`config.mk`:
```
export PLATFORM = sky130hd
export DESIGN_NAME = active_device_tracker_flat
export DESIGN_NICKNAME = d
export VERILOG_FILES = /design/src/rtl/monitor_pkg.sv /design/src/rtl/active_device_tracker_if.sv /design/src/rtl/zone_counter.sv /design/src/rtl/active_device_tracker.sv /design/src/flat_wrapper.sv
export SDC_FILE = /design/constraint.sdc
export NUM_CORES = 1
export LEC_CHECK = 0
export CORE_MARGIN = 2
export CORE_UTILIZATION = 30
export CTS_CLUSTER_SIZE = 40
export DETAILED_ROUTE_END_ITERATION = 10
export GPL_ROUTABILITY_DRIVEN = 1
export HOLD_SLACK_MARGIN = 0.15
export SYNTH_ARGS = -nofsm -noshare
export SYNTH_HDL_FRONTEND = slang
export SYNTH_HIERARCHICAL = 1
export SYNTH_SLANG_ARGS = --single-unit
```
`constraint.sdc`:
```
create_clock -name clk -period 3.84 [get_ports clk]
set_input_delay 0.384 -clock clk [delete_from_list [all_inputs] [get_ports clk]]
set_output_delay 0.384 -clock clk [all_outputs]
set_load 0.005 [all_outputs]
```
`src/rtl/monitor_pkg.sv`:
```
// Shared constants, types and width helpers for the multi-zone device tracker.
package monitor_pkg;

    localparam int MODE_WRAP = 0;
    localparam int MODE_SAT  = 1;

    typedef enum logic {
        ALARM_IDLE = 1'b0,
        ALARM_ON   = 1'b1
    } alarm_state_t;

    function automatic int clog2(input int value);
        int result;
        int rem;
        result = 0;
        rem    = value - 1;
        while (rem > 0) begin
            result = result + 1;
            rem    = rem >> 1;
        end
        return result;
    endfunction

    // Sum of NUM_ZONES counters of WIDTH bits can never exceed this width.
    function automatic int total_width(input int width, input int num_zones);
        return width + clog2(num_zones);
    endfunction

endpackage

```
`src/rtl/active_device_tracker_if.sv`:
```
// Zone event inputs and status outputs of the device tracker.
interface active_device_tracker_if #(
    parameter int WIDTH     = 8,
    parameter int NUM_ZONES = 4
);
    import monitor_pkg::*;

    localparam int TOTAL_W = total_width(WIDTH, NUM_ZONES);

    logic [NUM_ZONES-1:0]       change;
    logic [NUM_ZONES-1:0]       on_off;
    logic [NUM_ZONES-1:0]       clr_err;
    logic [NUM_ZONES*WIDTH-1:0] count_out;
    logic [TOTAL_W-1:0]         total_out;
    logic [NUM_ZONES-1:0]       alarm;
    logic [NUM_ZONES-1:0]       err;

    modport master (
        output change, on_off, clr_err,
        input  count_out, total_out, alarm, err
    );

    modport slave (
        input  change, on_off, clr_err,
        output count_out, total_out, alarm, err
    );

endinterface

```
`src/rtl/zone_counter.sv`:
```
// One zone: up/down counter with wrap or clamp limits, sticky range error and
// hysteresis alarm evaluated on the registered count.
module zone_counter
    import monitor_pkg::*;
#(
    parameter int WIDTH    = 8,
    parameter int SATURATE = MODE_WRAP,
    parameter int ALARM_HI = 200,
    parameter int ALARM_LO = 150
) (
    input  logic             clk,
    input  logic             rst,
    input  logic             change,
    input  logic             on_off,
    input  logic             clr_err,
    output logic [WIDTH-1:0] count,
    output logic             alarm,
    output logic             err
);

    localparam logic [WIDTH-1:0] CNT_MAX = '1;
    localparam logic [WIDTH-1:0] HI_W    = WIDTH'(ALARM_HI);
    localparam logic [WIDTH-1:0] LO_W    = WIDTH'(ALARM_LO);

    logic [WIDTH-1:0] count_reg;
    logic [WIDTH-1:0] count_next;
    logic             err_reg;
    logic             err_next;
    logic             range_evt;
    logic             alarm_reg;
    alarm_state_t     state_reg;

    always_comb begin
        count_next = count_reg;
        range_evt  = 1'b0;
        if (change) begin
            if (on_off) begin
                range_evt = (count_reg == CNT_MAX);
                if (!(range_evt && SATURATE == MODE_SAT))
                    count_next = count_reg + 1'b1;
            end else begin
                range_evt = (count_reg == '0);
                if (!(range_evt && SATURATE == MODE_SAT))
                    count_next = count_reg - 1'b1;
            end
        end
        // A fresh range event beats a simultaneous clear.
        err_next = range_evt ? 1'b1 : (clr_err ? 1'b0 : err_reg);
    end

    always_ff @(posedge clk) begin
        if (rst) begin
            count_reg <= '0;
            err_reg   <= 1'b0;
        end else begin
            count_reg <= count_next;
            err_reg   <= err_next;
        end
    end

    always_ff @(posedge clk) begin
        if (rst) begin
            state_reg <= ALARM_IDLE;
            alarm_reg <= 1'b0;
        end else begin
            case (state_reg)
                ALARM_IDLE: if (count_reg >= HI_W) begin
                    state_reg <= ALARM_ON;
                    alarm_reg <= 1'b1;
                end
                ALARM_ON: if (count_reg <= LO_W) begin
                    state_reg <= ALARM_IDLE;
                    alarm_reg <= 1'b0;
                end
                default: begin
                    state_reg <= ALARM_IDLE;
                    alarm_reg <= 1'b0;
                end
            endcase
        end
    end

    assign count = count_reg;
    assign err   = err_reg;
    assign alarm = alarm_reg;

endmodule

```
`src/rtl/active_device_tracker.sv`:
```
// Multi-zone active device tracker: one zone_counter per zone plus a
// registered full-width total of all zone counts.
module active_device_tracker
    import monitor_pkg::*;
#(
    parameter int WIDTH     = 8,
    parameter int NUM_ZONES = 4,
    parameter int SATURATE  = MODE_WRAP,
    parameter int ALARM_HI  = 200,
    parameter int ALARM_LO  = 150
) (
    input  logic                    clk,
    input  logic                    rst,
    active_device_tracker_if.slave  bus
);

    localparam int TOTAL_W = total_width(WIDTH, NUM_ZONES);

    logic [NUM_ZONES*WIDTH-1:0] count_all;
    logic [NUM_ZONES-1:0]       alarm_all;
    logic [NUM_ZONES-1:0]       err_all;
    logic [TOTAL_W-1:0]         partial_sum [NUM_ZONES+1];
    logic [TOTAL_W-1:0]         total_reg;

    assign partial_sum[0] = '0;

    for (genvar gi = 0; gi < NUM_ZONES; gi++) begin : g_zone
        zone_counter #(
            .WIDTH    (WIDTH),
            .SATURATE (SATURATE),
            .ALARM_HI (ALARM_HI),
            .ALARM_LO (ALARM_LO)
        ) u_zone (
            .clk     (clk),
            .rst     (rst),
            .change  (bus.change[gi]),
            .on_off  (bus.on_off[gi]),
            .clr_err (bus.clr_err[gi]),
            .count   (count_all[gi*WIDTH +: WIDTH]),
            .alarm   (alarm_all[gi]),
            .err     (err_all[gi])
        );

        assign partial_sum[gi+1] = partial_sum[gi] + TOTAL_W'(count_all[gi*WIDTH +: WIDTH]);
    end

    // Total is taken from the registered counts, so it trails count_out by a cycle.
    always_ff @(posedge clk) begin
        if (rst) total_reg <= '0;
        else     total_reg <= partial_sum[NUM_ZONES];
    end

    assign bus.count_out = count_all;
    assign bus.alarm     = alarm_all;
    assign bus.err       = err_all;
    assign bus.total_out = total_reg;

endmodule

```
`src/flat_wrapper.sv`:
```
// flat-port wrapper written by rule: the top's interface ports become plain ports
module active_device_tracker_flat import monitor_pkg::*;
#(
    parameter int WIDTH     = 8,
    parameter int NUM_ZONES = 4,
    parameter int SATURATE  = MODE_WRAP,
    parameter int ALARM_HI  = 200,
    parameter int ALARM_LO  = 150
)
  (clk, rst, bus_change, bus_on_off, bus_clr_err, bus_count_out, bus_total_out, bus_alarm, bus_err);
  active_device_tracker_if #(.WIDTH(WIDTH), .NUM_ZONES(NUM_ZONES)) bus_i ();
  input  logic clk;
  input  logic rst;
  input wire logic [$bits(bus_i.change)-1:0] bus_change;
  input wire logic [$bits(bus_i.on_off)-1:0] bus_on_off;
  input wire logic [$bits(bus_i.clr_err)-1:0] bus_clr_err;
  output wire logic [$bits(bus_i.count_out)-1:0] bus_count_out;
  output wire logic [$bits(bus_i.total_out)-1:0] bus_total_out;
  output wire logic [$bits(bus_i.alarm)-1:0] bus_alarm;
  output wire logic [$bits(bus_i.err)-1:0] bus_err;
  assign bus_i.change = bus_change;
  assign bus_i.on_off = bus_on_off;
  assign bus_i.clr_err = bus_clr_err;
  assign bus_count_out = bus_i.count_out;
  assign bus_total_out = bus_i.total_out;
  assign bus_alarm = bus_i.alarm;
  assign bus_err = bus_i.err;
  active_device_tracker #(.WIDTH(WIDTH), .NUM_ZONES(NUM_ZONES), .SATURATE(SATURATE), .ALARM_HI(ALARM_HI), .ALARM_LO(ALARM_LO)) u_core (.clk(clk), .rst(rst), .bus(bus_i));
endmodule
```
==> impl_metrics.csv <==
group,metric,value,unit
finish,finish.utilization,38.56,%
global_routing,antenna_violations_before_repair,0,
worst_hold_path,timing.hold.worst.class,"flop to flop",
critical_path,cp_max_stage_cell,"sky130_fd_sc_hd__dfxtp_1",
critical_path,path_class,"flop to flop",
timing,timing.max_slew.rel_slack,51.32,%
timing,slew_viol_final,0,
routing,routed_wl,9534,um
placed_design,postPlaceCellArea,4738,sq um
global_routing,pin_count_of_the_biggest_net_entering_global_routing,42,
critical_path,signal_arrival_time_at_the_worst_endpoint,3270,ps
clocking,post_cts.repair.setup_buffers,0,
finish,fillers,1278,
timing,tightestPinTransition,730.2,ps
finish,largest_reg_flops,32,
outcome,run_status,"finished clean",
synthesis,yosys.cell_count.top_type,"sky130_fd_sc_hd__dfxtp_1",
placed_design,preCtsSetupSlack,760.9,ps
synthesis,synth.lib_cells_used.distinct,38,
critical_path,worst_ep_required_time,4020,ps
floorplan,floorplan.die.width,118.3,um
synthesis,yosysWarningCount,6,
floorplan,die_y,118.3,um
global_routing,grt_pass1_vias,3180,
placed_design,io_buffer_count,63,
critical_path,worst_setup_path_end_kind,"flop",
routing,ant_nets,0,
timing,layout_worst_path_cycle_share,80.38,%
finish,nets,575,
critical_path,cp_cell_sequence,"fa_1 -> fa_1 -> ha_1 -> fa_1 -> a21o_1 -> a31o_2 -> a211oi_1 -> nor3_1",
critical_path,critical-path-top-cell-by-count,"sky130_fd_sc_hd__fa_1",
timing,fmaxAchievable,324.0,MHz
timing,timing.final.ws_setup,753.5,ps
timing,rsz0062_at_grt,"false",
timing,final.setup.tns,0,ps
clocking,cts_root_buf,"sky130_fd_sc_hd__clkbuf_16",
routing,dr.pass1.iters,4,
critical_path,max_stage_delay,530,ps
clocking,tritoncts.num_buffers,5,
finish,antenna-diode-count,0,
finish,drive_above_1_share,2.947,%
synthesis,yosys.area_share.adder,20.77,%
clocking,cts_tree,"done",
power,power.density_cell_area,479.9,nW/um^2
floorplan,coreArea,12670,sq um
synthesis,synth-seq-cells,54,
routing,wire_length_per_cell_after_detailed_routing,14.00,um
floorplan,initial_utilization,30.91,%
clocking,clkTransAtPathRegs,70,ps
synthesis,yosys_most_used_dff,"sky130_fd_sc_hd__dfxtp_1",
clocking,clock_latency,300,ps
synthesis,synth.cells.most_frequent,"sky130_fd_sc_hd__dfxtp_1, sky130_fd_sc_hd__inv_1, sky130_fd_sc_hd__nor2_1, sky130_fd_sc_hd__ha_1, sky130_fd_sc_hd__a21oi_1",
placed_design,gp_congestion,0.8107,
floorplan,die_area,13980,sq um
synthesis,largest_family_of_logic_cells_by_synthesized_area,"adder cells",
finish,area_growth_syn_to_layout,24.76,%
routing,detailroute.via_count,3314,
synthesis,synth-async-reset-ratio,0,%
global_routing,globalRouteOverflowTotal,0,
synthesis,yosys.area_share.xor_xnor,5.144,%
routing,drt-initial-drc-count,124,
placed_design,post-dp-hpwl,7202,um
global_routing,grt_pass1_wl,15770,um
routing,routed_vias_inst,4.866,
synthesis,synth_top_area_share,27.60,%
synthesis,synth_edf_count,0,
timing,fin_crit,3087,ps
synthesis,syn-cell-area,3916,sq um
routing,drcViolationCount,0,
synthesis,synth-simple-area-share,17.70,%
synthesis,yosys-mux-area-fraction,4.601,%
global_routing,globalRouteTotalUtil,13.75,%
clocking,cts-htree-levels,2,
synthesis,synth-compound-area-share,18.43,%
floorplan,fp-row-count,41,
flow_run,max_cap_violations,0,
finish,fin_area,4886,sq um
synthesis,synth_nets,512,
clocking,post_cts_hold_buffer_count,0,
power,p_leak,2.048,nW
timing,fin_worst_skew,7.053,ps
critical_path,critical_path.startpoint_type,"flop",
synthesis,netlist_top_cells_area,"sky130_fd_sc_hd__dfxtp_1, sky130_fd_sc_hd__ha_1, sky130_fd_sc_hd__fa_1",
critical_path,cp_max_fo,8,
clocking,tritoncts_num_sinks,54,
synthesis,post_synth_inst_count,445,
synthesis,avgSynthCellArea,8.801,sq um
synthesis,largest_area_contributor_in_the_netlist,"sky130_fd_sc_hd__dfxtp_1",
timing,report.final.setup_viol,0,
floorplan,i_o_pins,64,
power,ir_drop,0.1658,mV
timing,hold_viol_final,0,
clocking,cts_buffer_depth,2,
synthesis,yosysSeqAreaShare,27.60,%
clocking,post_cts_gate_resize_count,0,
worst paths after layout:
check | from | endpoint | slack [ps] | cells after the start
max | u_core/g_zone[2].u_zone/count[1] | u_core/bus.total_out[7] | 750 | 8
min | u_core/g_zone[3].u_zone/alarm | u_core/g_zone[3].u_zone/alarm | 470 | 1
max reg2reg | u_core/g_zone[2].u_zone/count[1] | u_core/bus.total_out[7] | 750 | 8
min reg2reg | u_core/g_zone[3].u_zone/alarm | u_core/g_zone[3].u_zone/alarm | 470 | 1
report_power, final:
part           total [mW]  switching, mW  internal (mW)
clock network       0.474          0.214          0.260
registers           0.787          0.133          0.655
logic                1.08          0.530          0.554
total                2.34          0.877           1.47
placed cells by master (no fill, tap or decap), drive strengths merged, types with 11 or more instances in the layout:
master,synthesis,layout
dfxtp,54,54
inv,51,51
nor2b,11,11
ha,33,33
nand4,14,14
a21oi,24,24
o21a,13,13
xnor2,14,14
nand2b,14,14
clkdlybuf4s50,0,62
nand2,16,16
nor2,38,38
a21o,15,15
nor3,12,12
a31oi,11,11
fa,20,20
mux2i,12,12
final cells by class:
class	count	area (sq um)	area share (%)
Clock inverter	1	5.005	0.1024
Inverter	51	191.4	3.918
Sequential cell	54	1081	22.13
Clock buffer	7	142.6	2.919
Tap cell	172	215.2	4.405
Multi-Input combinational cell	331	2610	53.42
Timing Repair Buffer	65	640.6	13.11
layer usage:
metal / global-route usage, % / vias up / routed length [um]
li1: - / 1704 / -
met1: 17.57 / 1537 / 4437
met2: 22.51 / 64 / 4500
met3: 3.861 / 9 / 471
met4: 4.066 / 0 / 124
met5: 0 / - / 0
logic make-up (layout without fill, tap and decap cells):
logic type	Yosys count	after routing
mux	16	16
buf+inv	60	124
xor+xnor	23	23
flops	54	54
fa+ha+maj	53	53
simple gates	132	132
compound gates	107	107
critical path, delay by kind of cell (launching register included):
| family | cells | cell delay, ps |
|---|---|---|
| AO/OA/AOI/OAI | 3 | 740 |
| adder cells (fa/ha/maj) | 4 | 1600 |
| flip-flops | 1 | 530 |
| AND/OR/NAND/NOR | 1 | 80 |
per-stage QoR:
step	std cells	power (mW)	hold slack, ps
3_5_place_dp	673	1.879	462.0
2_1_floorplan	445	1.494	449.0
4_1_cts	681	2.371	477.3
5_1_grt	681	2.546	488.7
3_3_place_gp	673	1.854	453.8
6_report	681	2.345	469.9
No activity file was read; power rests on OpenSTA's default activity.
